$ cat config.mk
export PLATFORM = sky130hd
export DESIGN_NAME = mul_div_unit
export DESIGN_NICKNAME = d
export VERILOG_FILES = /design/src/rtl/mul_div_unit.sv
export SDC_FILE = /design/constraint.sdc
export NUM_CORES = 2
export LEC_CHECK = 0
export CORE_MARGIN = 2
export CORE_UTILIZATION = 45
export CTS_BUF_LIST = sky130_fd_sc_hd__clkbuf_8 sky130_fd_sc_hd__clkbuf_16
export DETAILED_ROUTE_END_ITERATION = 8
export GPL_ROUTABILITY_DRIVEN = 1
export PLACE_DENSITY = 0.62
export SYNTH_ARGS = -nofsm -noshare
export SYNTH_HDL_FRONTEND = slang
export SYNTH_SLANG_ARGS = --single-unit
$ cat constraint.sdc
create_clock -name clk -period 12.4 [get_ports clk]
set_input_delay 3.72 -clock clk [delete_from_list [all_inputs] [get_ports clk]]
set_output_delay 3.72 -clock clk [all_outputs]
set_load 0.03 [all_outputs]
$ cat src/rtl/mul_div_unit.sv
// Iterative RV32M multiply/divide unit: single-step multiply and radix-2 restoring
// divide on magnitudes, with divide-by-zero and signed-overflow results short-circuited.
module mul_div_unit #(
  parameter int XLEN      = 32,
  parameter int DIV_CNT_W = 6
) (
  input  logic            clk,
  input  logic            rst,
  input  logic            req_i,
  input  logic [3:0]      alu_m_ops_i,
  input  logic [XLEN-1:0] operand_1_i,
  input  logic [XLEN-1:0] operand_2_i,
  input  logic            kill_i,
  output logic            stall_o,
  output logic            done_o,
  output logic [XLEN-1:0] result_o
);

  localparam logic [3:0] OP_MUL    = 4'd1;
  localparam logic [3:0] OP_MULH   = 4'd2;
  localparam logic [3:0] OP_MULHSU = 4'd3;
  localparam logic [3:0] OP_MULHU  = 4'd4;
  localparam logic [3:0] OP_DIV    = 4'd5;
  localparam logic [3:0] OP_DIVU   = 4'd6;
  localparam logic [3:0] OP_REM    = 4'd7;
  localparam logic [3:0] OP_REMU   = 4'd8;

  localparam logic [XLEN-1:0] INT_MIN = {1'b1, {(XLEN-1){1'b0}}};

  typedef enum logic [2:0] {S_IDLE, S_MUL, S_DIV, S_SPEC, S_DONE} state_e;

  state_e                 state_q, state_d;
  logic [3:0]             op_q, op_d;
  logic [XLEN:0]          a_q, a_d;
  logic [XLEN:0]          b_q, b_d;
  logic [XLEN-1:0]        quot_q, quot_d;
  logic [XLEN-1:0]        rem_q, rem_d;
  logic                   neg_quot_q, neg_quot_d;
  logic                   neg_rem_q, neg_rem_d;
  logic [DIV_CNT_W-1:0]   cnt_q, cnt_d;
  logic [XLEN-1:0]        result_q, result_d;
  logic                   done_q, done_d;

  logic                   legal_op;
  logic                   accept;
  logic                   is_mul_in;
  logic                   signed_div_in;
  logic                   op1_neg, op2_neg;
  logic                   div_zero_in, div_ovf_in;
  logic [XLEN-1:0]        spec_res;
  logic                   a_sgn_in, b_sgn_in;
  logic signed [2*XLEN-1:0] prod;
  logic [XLEN-1:0]        mul_res;
  logic [XLEN:0]          rem_shift, rem_diff;
  logic [XLEN-1:0]        quot_fix, rem_fix;

  assign legal_op = (alu_m_ops_i != 4'd0) && (alu_m_ops_i <= OP_REMU);
  assign accept   = (state_q == S_IDLE) && req_i && legal_op && !kill_i;
  assign stall_o  = req_i & legal_op & ~done_q & ~kill_i;
  assign done_o   = done_q;
  assign result_o = result_q;

  assign is_mul_in     = alu_m_ops_i <= OP_MULHU;
  assign signed_div_in = (alu_m_ops_i == OP_DIV) || (alu_m_ops_i == OP_REM);
  assign op1_neg       = signed_div_in & operand_1_i[XLEN-1];
  assign op2_neg       = signed_div_in & operand_2_i[XLEN-1];
  assign div_zero_in   = operand_2_i == '0;
  assign div_ovf_in    = signed_div_in && (operand_1_i == INT_MIN) && (operand_2_i == '1);
  assign a_sgn_in      = (alu_m_ops_i == OP_MULH) || (alu_m_ops_i == OP_MULHSU);
  assign b_sgn_in      = alu_m_ops_i == OP_MULH;

  always_comb begin
    if (div_zero_in) begin
      spec_res = ((alu_m_ops_i == OP_DIV) || (alu_m_ops_i == OP_DIVU)) ? '1 : operand_1_i;
    end else begin
      spec_res = (alu_m_ops_i == OP_DIV) ? INT_MIN : '0;
    end
  end

  // Operands are held as (XLEN+1)-bit values already sign- or zero-extended at accept,
  // so one signed product covers all four multiply flavours.
  assign prod    = (2*XLEN)'($signed(a_q)) * (2*XLEN)'($signed(b_q));
  assign mul_res = (op_q == OP_MUL) ? prod[XLEN-1:0] : prod[2*XLEN-1:XLEN];

  assign rem_shift = {rem_q, quot_q[XLEN-1]};
  assign rem_diff  = rem_shift - b_q;
  assign quot_fix  = neg_quot_q ? -quot_q : quot_q;
  assign rem_fix   = neg_rem_q  ? -rem_q  : rem_q;

  always_comb begin
    // NOTE: every *_d gets a default before the case so no path leaves it unassigned;
    // otherwise this block would infer latches.
    state_d    = state_q;
    op_d       = op_q;
    a_d        = a_q;
    b_d        = b_q;
    quot_d     = quot_q;
    rem_d      = rem_q;
    neg_quot_d = neg_quot_q;
    neg_rem_d  = neg_rem_q;
    cnt_d      = cnt_q;
    result_d   = result_q;

    unique case (state_q)
      S_IDLE: begin
        if (accept) begin
          op_d  = alu_m_ops_i;
          cnt_d = '0;
          if (is_mul_in) begin
            a_d     = {a_sgn_in & operand_1_i[XLEN-1], operand_1_i};
            b_d     = {b_sgn_in & operand_2_i[XLEN-1], operand_2_i};
            state_d = S_MUL;
          end else if (div_zero_in || div_ovf_in) begin
            quot_d  = spec_res;
            state_d = S_SPEC;
          end else begin
            quot_d     = op1_neg ? -operand_1_i : operand_1_i;
            b_d        = {1'b0, (op2_neg ? -operand_2_i : operand_2_i)};
            rem_d      = '0;
            neg_quot_d = op1_neg ^ op2_neg;
            neg_rem_d  = op1_neg;
            state_d    = S_DIV;
          end
        end
      end
      S_MUL: begin
        result_d = mul_res;
        state_d  = S_DONE;
      end
      S_DIV: begin
        // After XLEN quotient bits have been retired, one more cycle applies the sign fix-up.
        if (cnt_q == DIV_CNT_W'(XLEN)) begin
          result_d = ((op_q == OP_DIV) || (op_q == OP_DIVU)) ? quot_fix : rem_fix;
          state_d  = S_DONE;
        end else begin
          rem_d  = rem_diff[XLEN] ? rem_shift[XLEN-1:0] : rem_diff[XLEN-1:0];
          quot_d = {quot_q[XLEN-2:0], ~rem_diff[XLEN]};
          cnt_d  = cnt_q + DIV_CNT_W'(1);
        end
      end
      S_SPEC: begin
        result_d = quot_q;
        state_d  = S_DONE;
      end
      S_DONE:  state_d = S_IDLE;
      default: state_d = S_IDLE;
    endcase

    if (kill_i) begin
      state_d  = S_IDLE;
      result_d = result_q;
    end
  end

  assign done_d = state_d == S_DONE;

  // NOTE: sequential state uses non-blocking assignments only, so every flop samples
  // its *_d value from before the edge regardless of statement order.
  always_ff @(posedge clk) begin
    // NOTE: the datapath registers are reset too, so nothing from an abandoned
    // operation is observable after reset.
    if (rst) begin
      state_q    <= S_IDLE;
      op_q       <= '0;
      a_q        <= '0;
      b_q        <= '0;
      quot_q     <= '0;
      rem_q      <= '0;
      neg_quot_q <= 1'b0;
      neg_rem_q  <= 1'b0;
      cnt_q      <= '0;
      result_q   <= '0;
      done_q     <= 1'b0;
    end else begin
      state_q    <= state_d;
      op_q       <= op_d;
      a_q        <= a_d;
      b_q        <= b_d;
      quot_q     <= quot_d;
      rem_q      <= rem_d;
      neg_quot_q <= neg_quot_d;
      neg_rem_q  <= neg_rem_d;
      cnt_q      <= cnt_d;
      result_q   <= result_d;
      done_q     <= done_d;
    end
  end

endmodule

* Word-level counts from Yosys, hierarchy flattened
Index checks and enable logic that the tools add are counted.
** Word-level totals
- Flip-flop bits (word level) :: 178
- Input port bits :: 72
- Word-level logic and storage cells :: 113
** Cells by class
- $add $sub $neg :: 6
- $mul :: 1
- Order comparisons :: 2
- Equality and inequality tests :: 21
- Multiplexer cells :: 33
- Bitwise gates (word level) :: 13
- Reductions and logical operators :: 26
** Operators with widths (count)
- 2-to-1 mux 32 bit :: 19
- negation 32 bit :: 4
- one-hot mux 32 bit (2 select lines) :: 2
- one-hot mux 32 bit (3 select lines) :: 1
- 2-to-1 mux 33 bit :: 2
- equality test 32 bit (second input constant) :: 2
- multiplier 33 x 33 -> 64 bit :: 1
- subtractor 33 bit :: 1
- zero test 32 bit :: 1
- equality test 4 x 3 -> 1 bit (second input constant) :: 5
- 2-to-1 mux 6 bit :: 2
- != test 2 bit (second input constant) :: 6
- one-hot mux 6 bit (2 select lines) :: 1
- AND reduction 3 bit :: 4
- 2-to-1 mux 3 bit :: 3
- one-hot mux 3 bit (3 select lines) :: 1
- equality test 4 x 2 -> 1 bit (second input constant) :: 2
- AND reduction 4 bit :: 2
- AND 1 bit :: 7
- adder 6 x 1 -> 6 bit (second input constant) :: 1
- equality test 3 x 2 -> 1 bit (second input constant) :: 2
- equality test 6 bit (second input constant) :: 1
- logical AND 1 bit :: 6
- logical OR 1 bit :: 5
- 17 further kinds :: 21

* Longest topological paths before layout
- Depth after elaboration :: 11
- Depth in mapped cells :: 30

* Worst setup path after synthesis
OpenSTA, ideal clock, no wires.
- Path type :: in2out
- Start :: input port alu_m_ops_i[1]
- End :: output port stall_o
- Arrival :: 4806 ps
- Path slack :: 3874 ps
- Stages :: 4
- Path buffers :: 0
- Path through :: nor3_1 xnor2_1 nand2_1 nor3_1
** Between the ends
- Longest elaborated chain between the ends :: 5
- Elaborated cells between the ends (all ways) :: 6
- Those cells by class :: order compare (1); bitwise (3); reduce/logical (2)
** RTL lines
- from (decl) :: line 10 : input logic [3:0] alu_m_ops_i,
- less-or-equal comparator 4 bit or nonzero test 4 bit (tied branches) :: line 57 : assign legal_op = (alu_m_ops_i != 4'd0) && (alu_m_ops_i <= OP_REMU);
- logical AND 1 bit * :: line 57
- AND 1 bit * (3 in a row) :: line 59 : assign stall_o = req_i & legal_op & ~done_q & ~kill_i;
- to (decl) :: line 14 : output logic stall_o,
Every way passes the cells marked *; elsewhere a longest branch is shown, timed or not.

* Worst setup path after layout
- Start :: input port alu_m_ops_i[2]
- End :: output port stall_o
Same word-level chain as after synthesis.

==> key figures <==
Outcome
  • Status: finished clean

Placement
  • Cells after DPL: roughly 7300
  • GPL Wtd Cong: 0.964
  • Detail Placement HPWL: 123000 um
  • Port bufs: ~110

Cells and area
  • Commonest cells after routing, fill and taps aside: 1162 x inv_1, 1126 x fa_1, 803 x nand2_1, 547 x and2_1, 275 x a21oi_1
  • Core Util, Final: between 40% and 50%
  • Final Non-Filler Cells: 7365
  • Layout cells sized above 1: 2.92%
  • Nets: roughly 7300
  • Layout area overhead: 5.76%
  • Commonest non-fill, non-tap cell in the layout: inv_1

Global routing
  • Initial antenna violation count: 10
  • GR Overflow Total: 0
  • Total GRT Usage: 27.5%
  • First-pass GRT wire length: between 200000 and 250000 um
  • Vias in the first global route: about 42000
  • Largest net degree at the start of global routing: 94

Worst setup path
  • R2r endpoint: result_o[29]
  • Worst Setup SP: alu_m_ops_i[2]
  • Crit-path max FO: 7
  • Slowest CP cell: clkdlybuf4s50_1
  • Delay-heaviest family, CP: buffers and inverters
  • Crit path capture type: output pin
  • FF-to-FF Start: a_q[32]
  • Critical Path Max Stage Delay: ~0.7 ns
  • R2R setup slack: 3.13 ns
  • Startpoint Class: input pin
  • Critical-path cell list: clkdlybuf4s50_1 -> nor3_1 -> xnor2_1 -> nand2_1 -> nor3_1 -> clkdlybuf4s50_1
  • Reg2Reg Depth: 26
  • Setup CP Type: in2out
  • CP Data Arrival Time: around 5.6 ns
  • CP required: 8.68 ns
  • WP buf/inv: 2

STA
  • Headroom to the max-slew limit: about 9.7%
  • Count of final setup violators: 0
  • TNS Setup: 0 ns
  • RSZ-0062 raised after global routing: false
  • Hold Violations, Final: 0
  • Max-slew violations: 0
  • Min cycle time layout: 9.35 ns
  • Max Clock Freq: 107 MHz
  • Final period util: 75.4%
  • Clock Skews: 0.0153 ns
  • Least-Margin Pin Slew: around 1.3 ns

Min path
  • Hold Path Class: reg2reg
  • Hold Path End: a_q[7]
  • Min-Delay Startpoint: a_q[7]
  • Worst hold path cell count: 2

Power and ir drop
  • PwrDens: 32.7 mW/mm^2
  • Worst VDD drop: 98.4 uV
  • Leakage: about 0.026 uW

CTS
  • Clock-pin slew on the worst setup and hold paths: about 0.070 ns
  • Setup Fix Bufs, Post-CTS: 0
  • Clock latency on the worst-skew pair: around 0.47 ns
  • Clk root buf: clkbuf_16
  • Post-CTS Resized: 0
  • Total CTS buffers: 17
  • CTS tree: done
  • CTS Hold Bufs: 0
  • Clk sinks: 178
  • Clk buf depth: 2
  • H-tree levels: 4

Logic synthesis
  • Syn avg cell area: about 8.5 sq um
  • Syn Inst Count: between 5000 and 6000
  • Syn_nets: 7432
  • Synth Flop Type: dfxtp_1
  • EDFF count, synth: 0
  • Synthesized area: about 0.051 sq mm
  • Seq cells post-synth: 178
  • Seq/Total Area, Yosys: between 6 and 7%
  • YS warnings: 0
  • Async SR Flop Fraction: 0%
  • Post-synthesis cell type count: just over 80

Drt
  • Drt pass-1 iters: 6
  • DRC Markers: 0
  • Antenna Nets Post-Route: 0
  • Final WL: about 160000 um
  • Vias per std cell: roughly 5.6
  • Wire per inst: between 20 and 25 um
  • Vias: around 41000
  • Initial DRC Count: just under 4000

Run
  • Max Cap Violations: 0

Floorplan
  • Site row count: roughly 120
  • Starting Density: a little under half
  • Core Area: roughly 0.11 sq mm
  • Die X: roughly 340 um
  • I/O Pins: around 110
  • Die height: about 340 um
  • Die area: 0.116 sq mm
[registers in the layout, summed over array words and instances (netlist names)]
| name | count |
|---|---|
| quot_q | 32 |
| state_q | 3 |
| result_o | 32 |
| cnt_q | 6 |
| done_o | 1 |
| rem_q | 32 |
| neg_rem_q | 1 |
| op_q | 4 |
| b_q | 33 |
| a_q | 33 |
| neg_quot_q | 1 |
[layer usage]
metal / GRT usage, % / share of wire [%] / up-vias
met5: 0 / 0.0077 / -
met2: 44.5 / 46 / 1532
li1: - / - / 18100
met3: 3.69 / 8.0 / 281
met1: 38.1 / 41 / 21100
met4: 8.98 / 4.1 / 2
[power breakdown]
part	leakage [uW]	switching, uW	internal [uW]
registers	0.00144	28.9	587
clock network	0.000297	280	310
logic	0.0245	383	176
total	0.0262	692	1070
[how the worst max path moves through the flow]
stage | end | cells after the start
finish | stall_o | 6
global route | result_o[27] | 24
CTS | stall_o | 6
detailed placement | stall_o | 6
global placement | stall_o | 6
floorplan | stall_o | 4
[cells by family after synthesis]
logic type | Yosys count | share of synthesized area (%)
multiplexers | 11 | 0.221
flip-flops | 178 | 6.98
AO/OA/AOI/OAI | 793 | 9.94
buffers and inverters | 1518 | 11.2
AND/OR/NAND/NOR | 1942 | 18.6
adder cells (fa/ha/maj) | 1377 | 50.3
XOR/XNOR | 164 | 2.81
[final cells by class]
| class | instances | area [sq um] |
|---|---|---|
| diodes | 3 | 7.51 |
| clock buffers | 18 | 439 |
| clock inverters | 14 | 165 |
| fillers | 11000 | 58500 |
| inverters | 1162 | 4360 |
| multi-input cells | 4287 | 41800 |
| flip-flops and latches | 178 | 3570 |
| well taps | 1500 | 1880 |
| repair buffers | 203 | 1780 |
[metrics by stage]
step / power, uW / setup slack (ns) / hold WS [ns] / cell area [sq um]
floorplan: 947 / 3.87 / 0.461 / 51100
finish: 1770 / 3.05 / 0.455 / 54000
CTS: 1750 / 3.03 / 0.457 / 54000
global route: 1830 / 2.73 / 0.474 / 54000
global placement: 1170 / 3.03 / 0.442 / 53400
detailed placement: 1170 / 3.04 / 0.447 / 53400
[Yosys cell counts (23+ instances only)]
library cell	instances	area share [%]
nand2_1	803	5.9
and2_1	547	6.7
xnor2_1	96	1.6
nand2b_1	25	0.31
a211oi_1	53	0.78
ha_1	251	6.1
o211ai_1	34	0.50
xor2_1	68	1.2
o31ai_1	36	0.53
nand3_1	50	0.49
a21o_1	42	0.62
a31oi_1	23	0.28
nand4_1	44	0.54
dfxtp_1	178	7.0
nor2b_1	34	0.42
nor3_1	73	0.72
fa_1	1126	44
clkbuf_1	340	2.5
o21ai_0	137	1.3
nor2_1	256	1.9
inv_1	1162	8.5
o221ai_1	24	0.41
a21oi_1	275	2.7
[worst min-delay path, stage by stage (launching register included)]
cell and delay [ns]:
dfxtp_1 0.31, nand2_1 0.05, a21oi_1 0.05
(Power assumes the default switching activity.)
